### src/rtl/instr_mem_pipe_if.sv
// Fetch, response and program-load signals of the pipelined instruction memory.
// A fetch transfers on a rising edge where req_valid && req_ready. Responses carry no back-pressure.
interface instr_mem_pipe_if #(
    parameter int ADDR_W = 32,
    parameter int DATA_W = 32
);
    logic              req_valid;
    logic              req_ready;
    logic [ADDR_W-1:0] req_addr;
    logic              flush;
    logic              resp_valid;
    logic [DATA_W-1:0] resp_instr;
    logic [ADDR_W-1:0] resp_addr;
    logic              resp_err;
    logic              prog_we;
    logic [ADDR_W-1:0] prog_addr;
    logic [DATA_W-1:0] prog_data;

    modport master (
        output req_valid, req_addr, flush, prog_we, prog_addr, prog_data,
        input  req_ready, resp_valid, resp_instr, resp_addr, resp_err
    );

    modport slave (
        input  req_valid, req_addr, flush, prog_we, prog_addr, prog_data,
        output req_ready, resp_valid, resp_instr, resp_addr, resp_err
    );
endinterface

### src/rtl/instr_mem_pipe.sv
// Byte-addressed big-endian instruction memory with a LATENCY-deep registered fetch
// pipeline, flush for branch redirects, fault reporting and a word-wide program port.
module instr_mem_pipe #(
    parameter int ADDR_W      = 32,
    parameter int DATA_W      = 32,
    parameter int DEPTH_BYTES = 64,
    parameter int LATENCY     = 1
) (
    input  logic             clk,
    input  logic             rst,
    instr_mem_pipe_if.slave  bus
);
    localparam int NB     = DATA_W / 8;
    localparam int MEM_AW = (DEPTH_BYTES > 1) ? $clog2(DEPTH_BYTES) : 1;
    localparam logic [ADDR_W-1:0] NB_A      = ADDR_W'(NB);
    localparam logic [ADDR_W-1:0] LAST_WORD = ADDR_W'(DEPTH_BYTES - NB);

    logic [7:0] mem [DEPTH_BYTES];

    logic              accept;
    logic              fetch_fault;
    logic              prog_fault;
    logic [ADDR_W-1:0] prog_base;
    logic [MEM_AW-1:0] fetch_idx;
    logic [MEM_AW-1:0] prog_idx;
    logic [DATA_W-1:0] rd_word;

    logic [LATENCY-1:0] stage_valid;
    logic [LATENCY-1:0] stage_err;
    logic [ADDR_W-1:0]  stage_addr  [LATENCY];
    logic [DATA_W-1:0]  stage_instr [LATENCY];

    // Program writes win the cycle, so a fetch never races a write at the same edge.
    assign bus.req_ready = !rst && !bus.prog_we;
    assign accept        = bus.req_valid && bus.req_ready;

    assign fetch_fault = ((bus.req_addr % NB_A) != '0) || (bus.req_addr > LAST_WORD);
    assign prog_base   = bus.prog_addr - (bus.prog_addr % NB_A);
    assign prog_fault  = prog_base > LAST_WORD;
    assign fetch_idx   = bus.req_addr[MEM_AW-1:0];
    assign prog_idx    = prog_base[MEM_AW-1:0];

    // Faulting fetches never touch the array and return an all-zero NOP.
    always_comb begin
        rd_word = '0;
        if (!fetch_fault) begin
            for (int b = 0; b < NB; b++) begin
                rd_word[DATA_W-1-8*b -: 8] = mem[fetch_idx + MEM_AW'(b)];
            end
        end
    end

    // Memory is not reset; loading during reset is allowed.
    always_ff @(posedge clk) begin
        if (bus.prog_we && !prog_fault) begin
            for (int b = 0; b < NB; b++) begin
                mem[prog_idx + MEM_AW'(b)] <= bus.prog_data[DATA_W-1-8*b -: 8];
            end
        end
    end

    // Payload moves only with a live valid, so the last stage holds the previous response when idle.
    always_ff @(posedge clk) begin
        if (rst) begin
            stage_valid <= '0;
            stage_err   <= '0;
            for (int i = 0; i < LATENCY; i++) begin
                stage_addr[i]  <= '0;
                stage_instr[i] <= '0;
            end
        end else begin
            stage_valid[0] <= accept;
            if (accept) begin
                stage_addr[0]  <= bus.req_addr;
                stage_instr[0] <= rd_word;
                stage_err[0]   <= fetch_fault;
            end
            for (int i = 1; i < LATENCY; i++) begin
                stage_valid[i] <= stage_valid[i-1] && !bus.flush;
                if (stage_valid[i-1] && !bus.flush) begin
                    stage_addr[i]  <= stage_addr[i-1];
                    stage_instr[i] <= stage_instr[i-1];
                    stage_err[i]   <= stage_err[i-1];
                end
            end
        end
    end

    assign bus.resp_valid = stage_valid[LATENCY-1];
    assign bus.resp_instr = stage_instr[LATENCY-1];
    assign bus.resp_addr  = stage_addr[LATENCY-1];
    assign bus.resp_err   = stage_err[LATENCY-1];
endmodule
### src/flat_wrapper.sv
// flat-port wrapper written by rule: the top's interface ports become plain ports
module instr_mem_pipe_flat 
#(
    parameter int ADDR_W      = 32,
    parameter int DATA_W      = 32,
    parameter int DEPTH_BYTES = 64,
    parameter int LATENCY     = 1
)
  (clk, rst, bus_req_valid, bus_req_addr, bus_flush, bus_prog_we, bus_prog_addr, bus_prog_data, bus_req_ready, bus_resp_valid, bus_resp_instr, bus_resp_addr, bus_resp_err);
  instr_mem_pipe_if #(.ADDR_W(ADDR_W), .DATA_W(DATA_W)) bus_i ();
  input  logic clk;
  input  logic rst;
  input wire logic [$bits(bus_i.req_valid)-1:0] bus_req_valid;
  input wire logic [$bits(bus_i.req_addr)-1:0] bus_req_addr;
  input wire logic [$bits(bus_i.flush)-1:0] bus_flush;
  input wire logic [$bits(bus_i.prog_we)-1:0] bus_prog_we;
  input wire logic [$bits(bus_i.prog_addr)-1:0] bus_prog_addr;
  input wire logic [$bits(bus_i.prog_data)-1:0] bus_prog_data;
  output wire logic [$bits(bus_i.req_ready)-1:0] bus_req_ready;
  output wire logic [$bits(bus_i.resp_valid)-1:0] bus_resp_valid;
  output wire logic [$bits(bus_i.resp_instr)-1:0] bus_resp_instr;
  output wire logic [$bits(bus_i.resp_addr)-1:0] bus_resp_addr;
  output wire logic [$bits(bus_i.resp_err)-1:0] bus_resp_err;
  assign bus_i.req_valid = bus_req_valid;
  assign bus_i.req_addr = bus_req_addr;
  assign bus_i.flush = bus_flush;
  assign bus_i.prog_we = bus_prog_we;
  assign bus_i.prog_addr = bus_prog_addr;
  assign bus_i.prog_data = bus_prog_data;
  assign bus_req_ready = bus_i.req_ready;
  assign bus_resp_valid = bus_i.resp_valid;
  assign bus_resp_instr = bus_i.resp_instr;
  assign bus_resp_addr = bus_i.resp_addr;
  assign bus_resp_err = bus_i.resp_err;
  instr_mem_pipe #(.ADDR_W(ADDR_W), .DATA_W(DATA_W), .DEPTH_BYTES(DEPTH_BYTES), .LATENCY(LATENCY)) u_core (.clk(clk), .rst(rst), .bus(bus_i));
endmodule
### config.mk
export PLATFORM = sky130hd
export DESIGN_NAME = instr_mem_pipe_flat
export DESIGN_NICKNAME = d
export VERILOG_FILES = /design/src/rtl/instr_mem_pipe_if.sv /design/src/rtl/instr_mem_pipe.sv /design/src/flat_wrapper.sv
export SDC_FILE = /design/constraint.sdc
export NUM_CORES = 2
export LEC_CHECK = 0
export ABC_AREA = 1
export BUFFER_PORTS_ARGS = -buffer_cell sky130_fd_sc_hd__buf_2
export CAP_MARGIN = 40
export CORE_MARGIN = 4
export CORE_UTILIZATION = 55
export CTS_CLUSTER_DIAMETER = 120
export CTS_CLUSTER_SIZE = 30
export DETAILED_ROUTE_END_ITERATION = 8
export PLACE_DENSITY = 0.72
export SLEW_MARGIN = 25
export SYNTH_ARGS = -nofsm -noshare
export SYNTH_HDL_FRONTEND = slang
export SYNTH_SLANG_ARGS = --single-unit
### constraint.sdc
create_clock -name clk -period 7.2 [get_ports clk]
set_input_delay 1.8 -clock clk [delete_from_list [all_inputs] [get_ports clk]]
set_output_delay 1.8 -clock clk [all_outputs]
set_load 0.005 [all_outputs]
# == Yosys cells after proc, flatten, opt, wreduce, memory -nomap -nowiden ==
# Memory sizes are Yosys's and may differ from the RTL's.
# Cells that the tools add are included.
# word_totals
ff_bits,2
word_cells,36
n_memories,3
inputBits,101
mem_bits_rw,576
output_inout_bits,67
# op_classes
add_sub_neg,7
muxes,12
reduce_logical,10
magnitude_cmp,2
# mem_list
name,depth,width,rd,rd_clocked_by_memory_dff,wr,line,text
u_core.mem,64,8,4,0,4,instr_mem_pipe.sv:18,logic [7:0] mem [DEPTH_BYTES];
u_core.stage_addr,1,32,1,0,1,instr_mem_pipe.sv:30,logic [ADDR_W-1:0] stage_addr [LATENCY];
u_core.stage_instr,1,32,1,0,1,instr_mem_pipe.sv:31,logic [DATA_W-1:0] stage_instr [LATENCY];
# op_table
operator,n
32-bit 2-to-1 mux,3
32-bit by 6-bit greater-than comparator with 1-bit output (second input constant),2
32-bit OR reduction,2
32-bit nonzero test,1
32-bit by 2-bit subtractor with 32-bit output,1
6-bit by 2-bit adder with 6-bit output (second input constant),4
6-bit by 1-bit adder with 6-bit output (second input constant),2
1-bit 2-to-1 mux,9
1-bit logical AND,3
1-bit logical NOT,3
1-bit logical OR,1

# == Logic depth before layout (Yosys ltp) ==
# depth
ltp_word,8
mapped_depth,16

# == Worst setup path before layout ==
# Ideal clock, no wire load.
# synth_path
path_kind,input port to flip-flop
from,input port bus_req_addr[1]
to,"memory u_core.stage_instr[0][20], data pin"
path_slack_ns,2.987
setup_ns,0.253
cell_stages,16
t_arrival_ns,3.960
cell_sequence,buf_2 > clkinv_1 > buf_2 > buf_1 > ha_1 > clkbuf_1 > inv_1 > buf_2 > clkbuf_1 > nand3_1 > nand3_1 > nand3_1 > nand3_1 > nand2_1 > nor2_1 > nor2_1
# synth_via
elab_chain_len,4
elab_cells_between_ends,7
# synth_lines
item,line,text
"start, declared",flat_wrapper.sv:14,input wire logic [$bits(bus_i.req_addr)-1:0] bus_req_addr;
"6-bit by 1-bit adder with 6-bit output, or another cell as far along",instr_mem_pipe.sv:48,rd_word[DATA_W-1-8*b -: 8] = mem[fetch_idx + MEM_AW'(b)];
memory read 64 x 8 bit / 1-bit logical OR (equally long branches),-,
32-bit 2-to-1 mux (*),instr_mem_pipe.sv:46,if (!fetch_fault) begin
32-bit 2-to-1 mux (no line) (*),-,
"end, declared",instr_mem_pipe.sv:31,
# Mark *: on every way between the ends. The rest lies on a longest branch, timed or not.

# == Final worst setup path ==
# layout_path
from,input port bus_req_addr[1]
to,"memory u_core.stage_instr[0][12], data pin"
# layout_via
elab_chain_len,4
elab_cells_between_ends,7
# layout_lines
item,line
"6-bit by 2-bit adder with 6-bit output, or another cell as far along",instr_mem_pipe.sv:48
memory read 64 x 8 bit / 1-bit logical OR (equally long branches),-
32-bit 2-to-1 mux (*),instr_mem_pipe.sv:46
32-bit 2-to-1 mux (no line) (*),-
# Marked as above.

==> out/qor.yml <==
numCtsBuffers: 23
whs_path_depth: 2
ctsResizeCount: 0
drc: 0
wl_per_cell_um: 23.3
cts-root-buf: "clkbuf_16"
path_class: "in -> reg"
r2r_slack_ps: 5190
relSlewSlack_pct: 29.6
grt_pass1_wl_mm: 194
io_pins: 168
cp-end-kind: "flip-flop"
die_h_um: 268
p_leak_uw: 0.0157
switching_share_pct: 31.7
synth_area_per_cell_um2: 7.58
pwr-share-clk_pct: 24.0
max_clock_freq_mhz: 203
first_global_vias: 34200
area_delta_synth_final_pct: 5.16
intPower_uw: 4770
fin_crit_ps: 4940
cts_tree: "built"
seqPwrFrac_pct: 53.3
initial_utilization_pct: 55.5
worstHoldPathType: "reg -> reg"
rsz0062_at_grt: "false"
io_buffer_count: 164
routed_wirelength_mm: 132
syn_nets: 5024
final_max_slew_viol_count: 0
layout-drive-gt1-share_pct: 7.04
drv_cap: 0
fin_tns_setup_ps: 0
ys_ff_latch: 578
synth_cell_types: 39
rows: 95
viasPerCell: 6.59
max_slew.worst_pin.slew_ps: 1060
p_switching_uw: 2220
syn_area_um2: 37300
crit_required_ps: 7570
grt_overflow_total: 0
fin_nets: 4902
critPathLaunchType: "input pin"
path_clk_slew_ps: 110
timing.rr.end: "u_core.stage_instr[0][28]"
antenna_found_initial: 8
place_inst: 5637
fin_skew_ps: 30.9
yosysSeqAreaShare_pct: 46.5
postCtsHoldBufs: 0
setup_viol: 0
regToRegStartpoint: "u_core.mem[47][4]"
min_from: "u_core.bus.resp_err"
ff2ff_path_depth: 10
fp.dieW_um: 268
peakVddDrop_mv: 0.184
power.density_nw_per_um2: 178
dpl-instance-area_um2: 38400
dieArea_um2: 72000
grtUsageTotal_pct: 35.4
drt_iter0_drc: 5619
htree_levels: 1
grt_max_degree: 202
dr.pass1.iters: 7
clock_latency_ps: 640
core_area_um2: 67200
cts_setup_buffers: 0
pwr-share-comb_pct: 22.7
dpl.hpwl_mm: 83.2
routabilityCongestion: 0.938
cts.path.max_buffers: 3
vias: 37400
layout.cells.non_filler: 5680
hold_viol: 0
synth_warnings: 0
outcome: "complete, no violations"
final_area_um2: 39200
min_to: "u_core.bus.resp_err"
fin_crit_sh_pct: 68.5
clkSinkCount: 578
cp.arrival_ps: 5310
netlist_instances: 4918
worst-path-max-fanout: 104
ant_nets: 0
[power groups by stage]
stage	registers [uW]	clock network, uW	logic [uW]
2_1_floorplan	3800	0	978
3_3_place_gp	3800	0	1480
3_5_place_dp	3800	0	1520
4_1_cts	3720	1670	1520
5_1_grt	3730	1770	1690
6_report	3730	1680	1590
[worst max path at each step]
stage	cells past startpoint	slack, ps	from	to
after floorplan	16	2990	bus_req_addr[1]	u_core.stage_instr[0][20]
after global placement	11	1820	bus_req_addr[1]	u_core.stage_instr[0][12]
after detailed placement	11	1830	bus_req_addr[1]	u_core.stage_instr[0][12]
after CTS	11	2460	bus_req_addr[1]	u_core.stage_instr[0][12]
after global routing	11	2280	bus_req_addr[0]	u_core.stage_instr[0][28]
final	11	2260	bus_req_addr[1]	u_core.stage_instr[0][12]
[area by class of cell]
cell class | instances | area, um2
flip-flops and latches | 578 | 17300
clock inverters | 3 | 33.8
clock buffers | 30 | 602
diodes | 3 | 7.51
repair buffers | 265 | 1990
well taps | 873 | 1090
multi-input cells | 3809 | 17700
fillers | 5999 | 28000
inverters | 119 | 473
[cell usage after synthesis]
cell type / number / area [um2]
nand3_1: 1771 / 8860
nand2_1: 1346 / 5050
edfxtp_1: 576 / 17300
o21ai_0: 393 / 1970
nor2_1: 186 / 698
buf_2: 181 / 906
clkbuf_1: 123 / 462
inv_1: 108 / 405
buf_1: 63 / 236
o211ai_1: 34 / 255
clkbuf_2: 21 / 105
buf_4: 14 / 105
a21oi_1: 13 / 65.1
nand3_4: 10 / 175
buf_6: 9 / 101
inv_2: 9 / 33.8
o21ai_1: 8 / 40.0
nor4_1: 7 / 43.8
a31oi_1: 5 / 31.3
and3_1: 5 / 31.3
ha_1: 5 / 62.6
xor2_2: 5 / 81.3
nand4_1: 4 / 25.0
nor3_1: 4 / 20.0
dfxtp_1: 2 / 40.0
nor2_4: 2 / 22.5
xor2_1: 2 / 17.5
buf_12: 1 / 20.0
clkinv_1: 1 / 3.75
inv_4: 1 / 6.26
nand2_2: 1 / 6.26
nand2_4: 1 / 11.3
nor2_2: 1 / 6.26
nor3b_1: 1 / 7.51
o211a_1: 1 / 10.0
o21ai_4: 1 / 16.3
or2_1: 1 / 6.26
or2_2: 1 / 6.26
xor2_4: 1 / 27.5
[logic make-up after synthesis]
| group | after synthesis | synth area share [%] |
|---|---|---|
| DFF | 578 | 46.5 |
| and+or+nand+nor | 3341 | 40.2 |
| xor gates and xnor gates | 8 | 0.339 |
| adders and majority gates | 5 | 0.168 |
| buffers and inverters | 531 | 6.40 |
| AOI/OAI and AO/OA | 455 | 6.40 |
[state kept, by name, summed over array words and instances (netlist names)]
register	cells
u_core.bus.resp_err	1
u_core.stage_addr	32
u_core.mem	512
u_core.bus.resp_valid	1
u_core.stage_instr	32
[worst max-delay path, cell delays in order]
cell      delay (ps)
clkbuf_8         560
inv_8            410
ha_4             520
inv_2            520
buf_12           410
nand3_1          120
nand3_1           90
nand3_1          210
nand3_1          170
nand2_1           60
nor2_1           350
[per-layer routing]
| metal | vias up | global-route usage (%) | share of wire (%) |
|---|---|---|---|
| met1 | 17200 | 43.4 | 35 |
| met3 | 617 | 7.01 | 13 |
| met4 | 6 | 23.2 | 7.4 |
| met5 | - | 0 | 0.11 |
| met2 | 2582 | 57.3 | 45 |
| li1 | 17000 | - | - |
[through the flow]
step                      setup slack (ps)  util, %  hold WS, ps  power [uW]
final                                 2260     58.4          534        6990
after global routing                  2280     58.4          564        7190
after CTS                             2460     58.1          535        6910
after detailed placement              1830     57.2          515        5320
after global placement                1820     56.7          500        5280
after floorplan                       2990        -          492        4780
[layout by cell type (no fill, tap or decap), types with 7 or more instances in the layout]
cell	count
nand3_1	1771
nand2_1	1343
edfxtp_1	576
o21ai_0	393
nor2_1	183
buf_2	163
inv_1	104
buf_4	69
o211ai_1	34
clkbuf_16	23
buf_12	14
a21oi_1	13
buf_8	11
nand3_4	10
inv_2	9
o21ai_1	8
nor4_1	7
clkbuf_1	7
buf_16	7
Note: power is estimated with default switching activity, not from simulation.
